`src/rtl/sa_fifo_ctrl_80x18.sv`:
```
`timescale 1ns/1ps
// Valid/ready FIFO controller for the 80x18 two-port RAM. The RAM read path
// is two stages deep (address register, then output register).
//
// stage | meaning
// S1    | read address captured in RAM (re issued), data not yet in dout
// S2    | data held in RAM output register (ore issued), presented on rd_pd
module sa_fifo_ctrl_80x18 #(
  parameter int DEPTH = 80,
  parameter int AW    = 7,
  parameter int DW    = 18
) (
  input  logic          clk,
  input  logic          reset_,
  input  logic          wr_pvld,
  output logic          wr_prdy,
  input  logic [DW-1:0] wr_pd,
  output logic          rd_pvld,
  input  logic          rd_prdy,
  output logic [DW-1:0] rd_pd,
  output logic          ram_we,
  output logic [AW-1:0] ram_wa,
  output logic [DW-1:0] ram_di,
  output logic          ram_re,
  output logic [AW-1:0] ram_ra,
  output logic          ram_ore,
  output logic          ram_byp_sel,
  output logic [DW-1:0] ram_dbyp,
  input  logic [DW-1:0] ram_dout,
  output logic [AW-1:0] fifo_count
);

  localparam logic [AW-1:0] LAST = AW'(DEPTH - 1);
  localparam logic [AW-1:0] FULL = AW'(DEPTH);

  logic [AW-1:0] wr_ptr;
  logic [AW-1:0] rd_ptr;
  logic [AW-1:0] count;
  logic          s1_vld;
  logic          s2_vld;
  logic          rdy_en;

  logic          wr_acc;
  logic          pop;
  logic          s2_adv;
  logic          s1_load;
  logic [AW-1:0] unfetched;

  // rdy_en keeps wr_prdy low while reset is held and for the release cycle.
  always_ff @(posedge clk or negedge reset_) begin
    if (!reset_) rdy_en <= 1'b0;
    else         rdy_en <= 1'b1;
  end

  always_comb begin
    wr_prdy   = rdy_en & (count < FULL);
    wr_acc    = wr_pvld & wr_prdy;
    pop       = s2_vld & rd_prdy;
    unfetched = count - {{(AW-1){1'b0}}, s1_vld} - {{(AW-1){1'b0}}, s2_vld};
    s2_adv    = s1_vld & (~s2_vld | rd_prdy);
    s1_load   = (unfetched != '0) & (~s1_vld | s2_adv);
  end

  always_ff @(posedge clk or negedge reset_) begin
    if (!reset_) begin
      wr_ptr <= '0;
      rd_ptr <= '0;
      count  <= '0;
      s1_vld <= 1'b0;
      s2_vld <= 1'b0;
    end else begin
      if (wr_acc)  wr_ptr <= (wr_ptr == LAST) ? '0 : wr_ptr + 1'b1;
      if (s1_load) rd_ptr <= (rd_ptr == LAST) ? '0 : rd_ptr + 1'b1;
      case ({wr_acc, pop})
        2'b10:   count <= count + 1'b1;
        2'b01:   count <= count - 1'b1;
        default: count <= count;
      endcase
      s1_vld <= s1_load | (s1_vld & ~s2_adv);
      s2_vld <= s2_adv | (s2_vld & ~rd_prdy);
    end
  end

  // Stalled stages simply withhold re/ore so the RAM registers hold their contents.
  always_comb begin
    ram_we      = wr_acc;
    ram_wa      = wr_ptr;
    ram_di      = wr_pd;
    ram_re      = s1_load;
    ram_ra      = rd_ptr;
    ram_ore     = s2_adv;
    ram_byp_sel = 1'b0;
    ram_dbyp    = '0;
    rd_pvld     = s2_vld;
    rd_pd       = ram_dout;
    fifo_count  = count;
  end

endmodule

```
`config.mk`:
```
export PLATFORM = sky130hd
export DESIGN_NAME = sa_fifo_ctrl_80x18
export DESIGN_NICKNAME = d
export VERILOG_FILES = /design/src/rtl/sa_fifo_ctrl_80x18.sv
export SDC_FILE = /design/constraint.sdc
export NUM_CORES = 1
export LEC_CHECK = 0
export ABC_AREA = 1
export CAP_MARGIN = 15
export CORE_MARGIN = 4
export CORE_UTILIZATION = 26
export DETAILED_ROUTE_END_ITERATION = 6
export GPL_TIMING_DRIVEN = 0
export SKIP_LAST_GASP = 1
export SYNTH_ARGS = -nofsm -noshare
export SYNTH_HDL_FRONTEND = slang
export SYNTH_SLANG_ARGS = --single-unit
```
`constraint.sdc`:
```
create_clock -name clk -period 2.3 [get_ports clk]
set_input_delay 0.23 -clock clk [delete_from_list [all_inputs] [get_ports clk]]
set_output_delay 0.23 -clock clk [all_outputs]
set_load 0.05 [all_outputs]
```
==> results of run 1 <==
[through the flow]
step / setup TNS [ns] / cell area (sq um) / setup slack (ns) / total power [W] / utilization [%]
floorplan: -1.07 / 2230 / -0.406 / 0.00266 / -
global placement: -1.28 / 3010 / -0.924 / 0.00327 / 38.7
detailed placement: -1.44 / 3020 / -0.931 / 0.00332 / 38.9
CTS: -0.695 / 3120 / -0.461 / 0.00375 / 40.2
global route: -3.04 / 3160 / -0.577 / 0.00409 / 40.7
finish: -1.55 / 3160 / -0.427 / 0.00376 / 40.7
[logic make-up after synthesis]
family	share of synthesized area [%]
and+or+nand+nor	27.0
buffers and inverters	27.1
DFF	28.7
AOI/OAI and AO/OA	5.08
adders and majority gates	8.48
xor gates and xnor gates	3.35
other	0.359
[registers in the layout (all words and copies together) (netlist names)]
register	flops
rdy_en	1
ram_ra	7
rd_pvld	1
ram_wa	7
fifo_count	7
s1_vld	1
[cells in the mapped netlist (all sizes together) (2+ instances only)]
cell / n
conb: 2
o21ai: 9
xor2: 7
ha: 11
inv: 39
nand3: 23
buf: 56
fa: 2
nand2: 75
a21oi: 5
nor3: 4
nand4: 6
nor2: 14
dfrtp: 24
[how the worst max path moves through the flow]
stage	startpoint	to	slack, ns	depth (start not counted)
after floorplan	fifo_count[0]	ram_re	-0.41	13
after global routing	rd_pvld	ram_re	-0.58	13
after CTS	rd_pvld	ram_re	-0.46	13
final	rd_pvld	ram_re	-0.43	13
after detailed placement	rd_pvld	ram_re	-0.93	13
after global placement	rd_pvld	ram_re	-0.92	13
[final cells by class]
cell class                      count  area, sq um  share of cell area, %
Inverter                           39          153                   4.83
Clock buffer                        3         41.3                   1.31
Sequential cell                    24          606                   19.2
Timing Repair Buffer               73          726                   23.0
Clock inverter                      1         30.0                  0.950
Buffer                             56          418                   13.2
Tap cell                          102          128                   4.04
Multi-Input combinational cell    180         1060                   33.5
[power by group through the flow]
stage               combinational, W  clock [W]  sequential [W]
finish                       0.00259   0.000376        0.000795
global placement             0.00246          0        0.000812
CTS                          0.00256   0.000393        0.000802
floorplan                    0.00137          0         0.00129
global route                 0.00284   0.000415        0.000829
detailed placement           0.00250          0        0.000818
[layer usage]
| layer | vias up | part of all wire [%] | track usage (%) |
|---|---|---|---|
| li1 | 995 | - | - |
| met1 | 825 | 42 | 11.7 |
| met2 | 84 | 47 | 17.4 |
| met3 | 4 | 10 | 3.07 |
| met4 | 0 | 0.69 | 2.34 |
| met5 | - | 0 | 0 |
[timing repair]
item                                    CTS  global route
gates resized for setup                   8             5
pin swaps                                 2             0
buffers inserted                          4             3
endpoints found under the setup margin   10            11
==> metrics.csv, run 1 <==
stage,metric,value,unit
run_status,status,"finished, violations left",
run_status,violated checks,negative setup slack,
logic_synthesis,Post-synth ARST share,100,%
flow_run,Max-Cap Viols,0,
floorplanning,io pins,121,
clocking,CTS sink cnt,24,
clocking,H-tree lvl count,1,
pwr,Flop pwr share,21.1,%
logic_synthesis,Yosys warnings,0,
drt,# DRC,0,
logic_synthesis,Mean Syn Cell Area,7.45,sq um
global_routing,gr usage total,9.87,%
logic_synthesis,"Distinct cells, synth",27,
logic_synthesis,top post-synthesis cells by area,"dfrtp_1, buf_4, nand2_1, ha_1, inv_1",
sta,final hold violations,0,
placed_design,Placed Instances,467,
logic_synthesis,Post-synth EDFFs,0,
drt,vias,1908,
pwr,Net Sw Power,0.00198,W
worst_setup_path,Crit Path Category,reg2out,
floorplanning,die span in x,97.8,um
sta,Fin Hold WS,0.341,ns
clocking,cts hold-fix bufs,0,
floorplanning,Site Rows,32,
final_layout,Area Growth Syn to Fin,50.9,%
floorplanning,die area,9560,sq um
logic_synthesis,area of the mapped netlist,2090,sq um
logic_synthesis,cell taking the most area after synthesis,dfrtp_1,
worst_setup_path,reg2reg end,ram_ra[6],
placed_design,detailed placer's ending HPWL,4090,um
final_layout,net count reported at finish,430,
pwr,PwrDens,1190,nW/um^2
worst_setup_path,Setup crit start kind,register,
drt,WL/cell,10.4,um
final_layout,Fillers,804,
floorplanning,initial core utilization,27.0,%
worst_setup_path,CP Data Required Time,2.07,ns
floorplanning,core area,7770,sq um
drt,post-route ant nets,0,
placed_design,port bufs,65,
final_layout,Post-Layout Cell Count,478,
pwr,Clock Power Share,10.0,%
global_routing,total gr overflow,0,
worst_setup_path,"CP delay by family, top",adder cells,
final_layout,Inserted Diodes,0,
worst_setup_path,slowest CP cell,fa_1,
worst_setup_path,RR Startpoint,rd_pvld,
floorplanning,Die Height,97.8,um
sta,Final Cycle Share,119,%
pwr,Leak,1.62,nW
worst_setup_path,Buf/Inv on CP,4,
sta,RSZ-0062 raised after global routing,true,
worst_setup_path,Worst Reg-to-Reg Cells,16,
drt,DR pass1 iterations,4,
clocking,Clock transition at path regs,0.09,ns
worst_setup_path,crit end category,output port,
clocking,Clock Path Buffers,2,
logic_synthesis,Post-synth top flop,dfrtp_1,
worst_setup_path,crit path DAT,2.50,ns
logic_synthesis,Post-Synthesis Cells,281,
clocking,clk root buf,clkbuf_8,
sta,Max Freq,367,MHz
clocking,CTS tree,done,
final_layout,layout cell share with drive strength beyond 1,27.7,%
pwr,net switching fraction of the power,52.7,%
drt,Iteration-0 DRC Markers,45,
worst_setup_path,R2R Setup Slk,-0.17,ns
pwr,VDD IR max,0.520,mV
sta,Final Skew,0.00804,ns
sta,fin crit period,2.73,ns
sta,worst-margin pin slew,0.632,ns
placed_design,GPL Wtd Cong,0.787,
worst_setup_path,CP Max Fanout,3,
global_routing,first-pass GRT wire length,8090,um
worst_setup_path,Max stage delay on crit path,0.57,ns
final_layout,most frequent cells in the layout,"nand2_1, clkdlybuf4s50_1, buf_4, inv_1, nand3_1",
drt,Routed WL,4960,um
logic_synthesis,Synth top area share,28.7,%
drt,DR vias/cell,3.99,
worst_setup_path,critical-path cell list,fa_1 -> inv_1 -> ha_2 -> nor2_4 -> ha_4 -> inv_2 -> nand2_1 -> nand2_2 -> nor2_4 -> nand2_2 -> o21ai_4 -> clkinvlp_4 -> buf_6,
final_layout,"commonest non-fill, non-tap cell in the layout",nand2_1,
global_routing,vias in the first global route,1794,
pwr,part of the power in combinational logic,68.9,%
sta,setup ws final,-0.427,ns
global_routing,initial antenna violation count,0,
global_routing,largest net degree at the start of global routing,15,
logic_synthesis,"Seq/Total Area, Yosys",28.7,%
clocking,clk_lat worst skew,0.27,ns
logic_synthesis,Synth Register Bits,24,
sta,Relative slew margins,57.7,%
clocking,CTS buffer count,3,
sta,"Slew Viols, Final",0,
hold_path,Hold WC Path Type,in2async,
pwr,Int Power,0.00178,W
sta,final setup fails,9,
No activity file was read; power rests on OpenSTA's default activity.
==> run 2, diff against run 1 <==
CELL_PAD_IN_SITES_DETAIL_PLACEMENT = 1   (was default)
CELL_PAD_IN_SITES_GLOBAL_PLACEMENT = 2   (was default)
CORE_UTILIZATION = 18   (was 26)
PLACE_DENSITY_LB_ADDON = 0.1   (was default)
clock period = 2.4 ns   (was 2.3 ns; I/O delays follow)
==> run 2 against run 1 <==
Compared with the run above:
- the run still ends with negative setup slack left
- final cell count is 8.4% higher
- hold slack improved by 0.020 ns
- routed wire length grew 17%
- count of clock-buffer cells in the layout grew 1
- clock power grew 11%
- critical path depth decreased by 1
- worst setup slack better by 0.069 ns
- largest power group unchanged
- highest routed layer unchanged
==> metrics.csv, run 2 (synthesized netlist as in run 1, its figures left out) <==
stage,metric,value,unit
sta,setup ws final,-0.358,ns
drt,met3 routed WL,702,um
clocking,clk_lat worst skew,0.26,ns
final_layout,Post-Layout Cell Count,518,
clocking,CTS sink cnt,24,
sta,setup TNS,-0.358,ns
drt,# DRC,0,
drt,Routed WL,5820,um
floorplanning,die area,13400,sq um
drt,routed wl met2,2560,um
drt,detailed-routing wirelength on met1,2540,um
run_status,status,"finished, violations left",
clocking,H-tree lvl count,1,
pwr,PwrDens,1140,nW/um^2
final_layout,layout cell share with drive strength beyond 1,29.9,%
run_status,violated checks,negative setup slack,
global_routing,first-pass GRT wire length,9230,um
global_routing,vias in the first global route,1892,
global_routing,total gr overflow,0,
drt,DR pass1 iterations,4,
global_routing,largest net degree at the start of global routing,16,
worst_setup_path,R2R Setup Slk,0.07,ns
clocking,clk root buf,clkbuf_16,
floorplanning,Die Height,116,um
sta,Max Freq,363,MHz
clocking,CTS tree,done,
worst_setup_path,slowest CP cell,fa_1,
global_routing,gr usage total,8.41,%
clocking,Clock transition at path regs,0.07,ns
worst_setup_path,Crit Path Category,reg2out,
placed_design,Placed Instances,508,
final_layout,most frequent cells in the layout,"clkdlybuf4s50_1, buf_4, nand2_1, inv_1, nand3_1",
worst_setup_path,crit path DAT,2.52,ns
drt,post-route ant nets,0,
drt,DR vias/cell,3.80,
sta,worst-margin pin slew,0.614,ns
hold_path,Hold WC Path Type,in2async,
pwr,VDD IR max,0.438,mV
sta,Relative slew margins,58.9,%
drt,vias,1969,
worst_setup_path,Setup crit start kind,register,
worst_setup_path,crit end category,output port,
worst_setup_path,CP Max Fanout,3,
clocking,CTS buffer count,3,
final_layout,net count reported at finish,429,
worst_setup_path,Max stage delay on crit path,0.45,ns
sta,RSZ-0062 raised after global routing,true,
floorplanning,core area,11400,sq um
sta,"Slew Viols, Final",0,
drt,WL/cell,11.2,um
floorplanning,die span in x,116,um
sta,Final Skew,0.00431,ns
worst_setup_path,CP Data Required Time,2.16,ns
drt,Iteration-0 DRC Markers,23,
floorplanning,io pins,121,
drt,Top Layer Used,met4,
flow_run,Max-Cap Viols,0,
clocking,Clock Path Buffers,2,
clocking,cts hold-fix bufs,0,
pwr,Leak,1.63,nW
worst_setup_path,critical-path cell list,inv_4 -> fa_1 -> inv_1 -> ha_2 -> nor2_4 -> ha_4 -> nand2_2 -> nor2_4 -> nand2_2 -> o21ai_4 -> clkinvlp_4 -> buf_6,
floorplanning,Site Rows,39,
placed_design,port bufs,65,
final_layout,Inserted Diodes,0,
placed_design,GPL Wtd Cong,0.716,
sta,final hold violations,0,
placed_design,detailed placer's ending HPWL,4790,um
final_layout,Area Growth Syn to Fin,55.0,%
global_routing,initial antenna violation count,0,
sta,fin crit period,2.76,ns
final_layout,"commonest non-fill, non-tap cell in the layout",clkdlybuf4s50_1,
floorplanning,initial core utilization,18.3,%
sta,Final Cycle Share,115,%
sta,final setup fails,1,
[run 2: cell count changes in the layout (fill, tap and decap cells not counted), sizes merged]
| cell | delta |
|---|---|
| bufinv | -1 |
| clkbuf | +1 |
| buf | -1 |
[run 2: area by class of cell]
class                      instances  area, sq um
clock buffer                       4         88.8
inverter                          39          155
timing repair buffer              72          727
buffer                            56          418
multi-input combinational        180         1070
sequential                        24          606
fill                            1401         8170
tap                              143          179
[run 2: worst paths after layout]
path	startpoint	depth (start not counted)	end
hold / removal	reset_	1	fifo_count[6]
max in group asynchronous	reset_	2	s1_vld
hold reg to reg	ram_wa[2]	1	ram_wa[2]
min in group clk	ram_wa[2]	1	ram_wa[2]
setup / recovery	fifo_count[0]	12	ram_re
setup reg to reg	fifo_count[0]	13	ram_ra[6]
[run 2: timing repair]
item                                    CTS  global route
buffers inserted                          4             2
pin swaps                                 4             1
endpoints found under the setup margin   10             9
resized for setup                        10            15
[run 2: where the power goes]
group	switching (W)	internal, W	total (W)	leakage [nW]
logic	0.00161	0.000923	0.00253	1.30
registers	0.000211	0.000559	0.000770	0.292
clock network	0.000162	0.000256	0.000418	0.0442
total	0.00198	0.00174	0.00372	1.63
[run 2: through the flow]
stage,hold WS (ns),util [%],cell area (sq um),setup slack (ns),power [W]
finish,0.361,28.4,3250,-0.358,0.00372
global route,0.403,28.4,3250,-0.515,0.00404
CTS,0.384,27.9,3180,-0.419,0.00369
detailed placement,0.512,26.8,3060,-0.921,0.00320
global placement,0.515,26.6,3030,-0.900,0.00317
floorplan,-0.0556,-,2200,-0.316,0.00251
[run 2: critical path: cells and delay by family (launching register included)]
| kind | cells | cell delay, ns |
|---|---|---|
| AO/OA/AOI/OAI | 1 | 0.18 |
| adder cells (fa/ha/maj) | 3 | 0.89 |
| buffers and inverters | 4 | 0.42 |
| flip-flops | 1 | 0.42 |
| AND/OR/NAND/NOR | 4 | 0.34 |
[run 2: per-layer routing]
| metal | vias to the layer above | global-route usage, % |
|---|---|---|
| met3 | 4 | 2.98 |
| met2 | 94 | 13.8 |
| met4 | 0 | 0.928 |
| met1 | 880 | 11.0 |
| met5 | - | 0 |
| li1 | 991 | - |
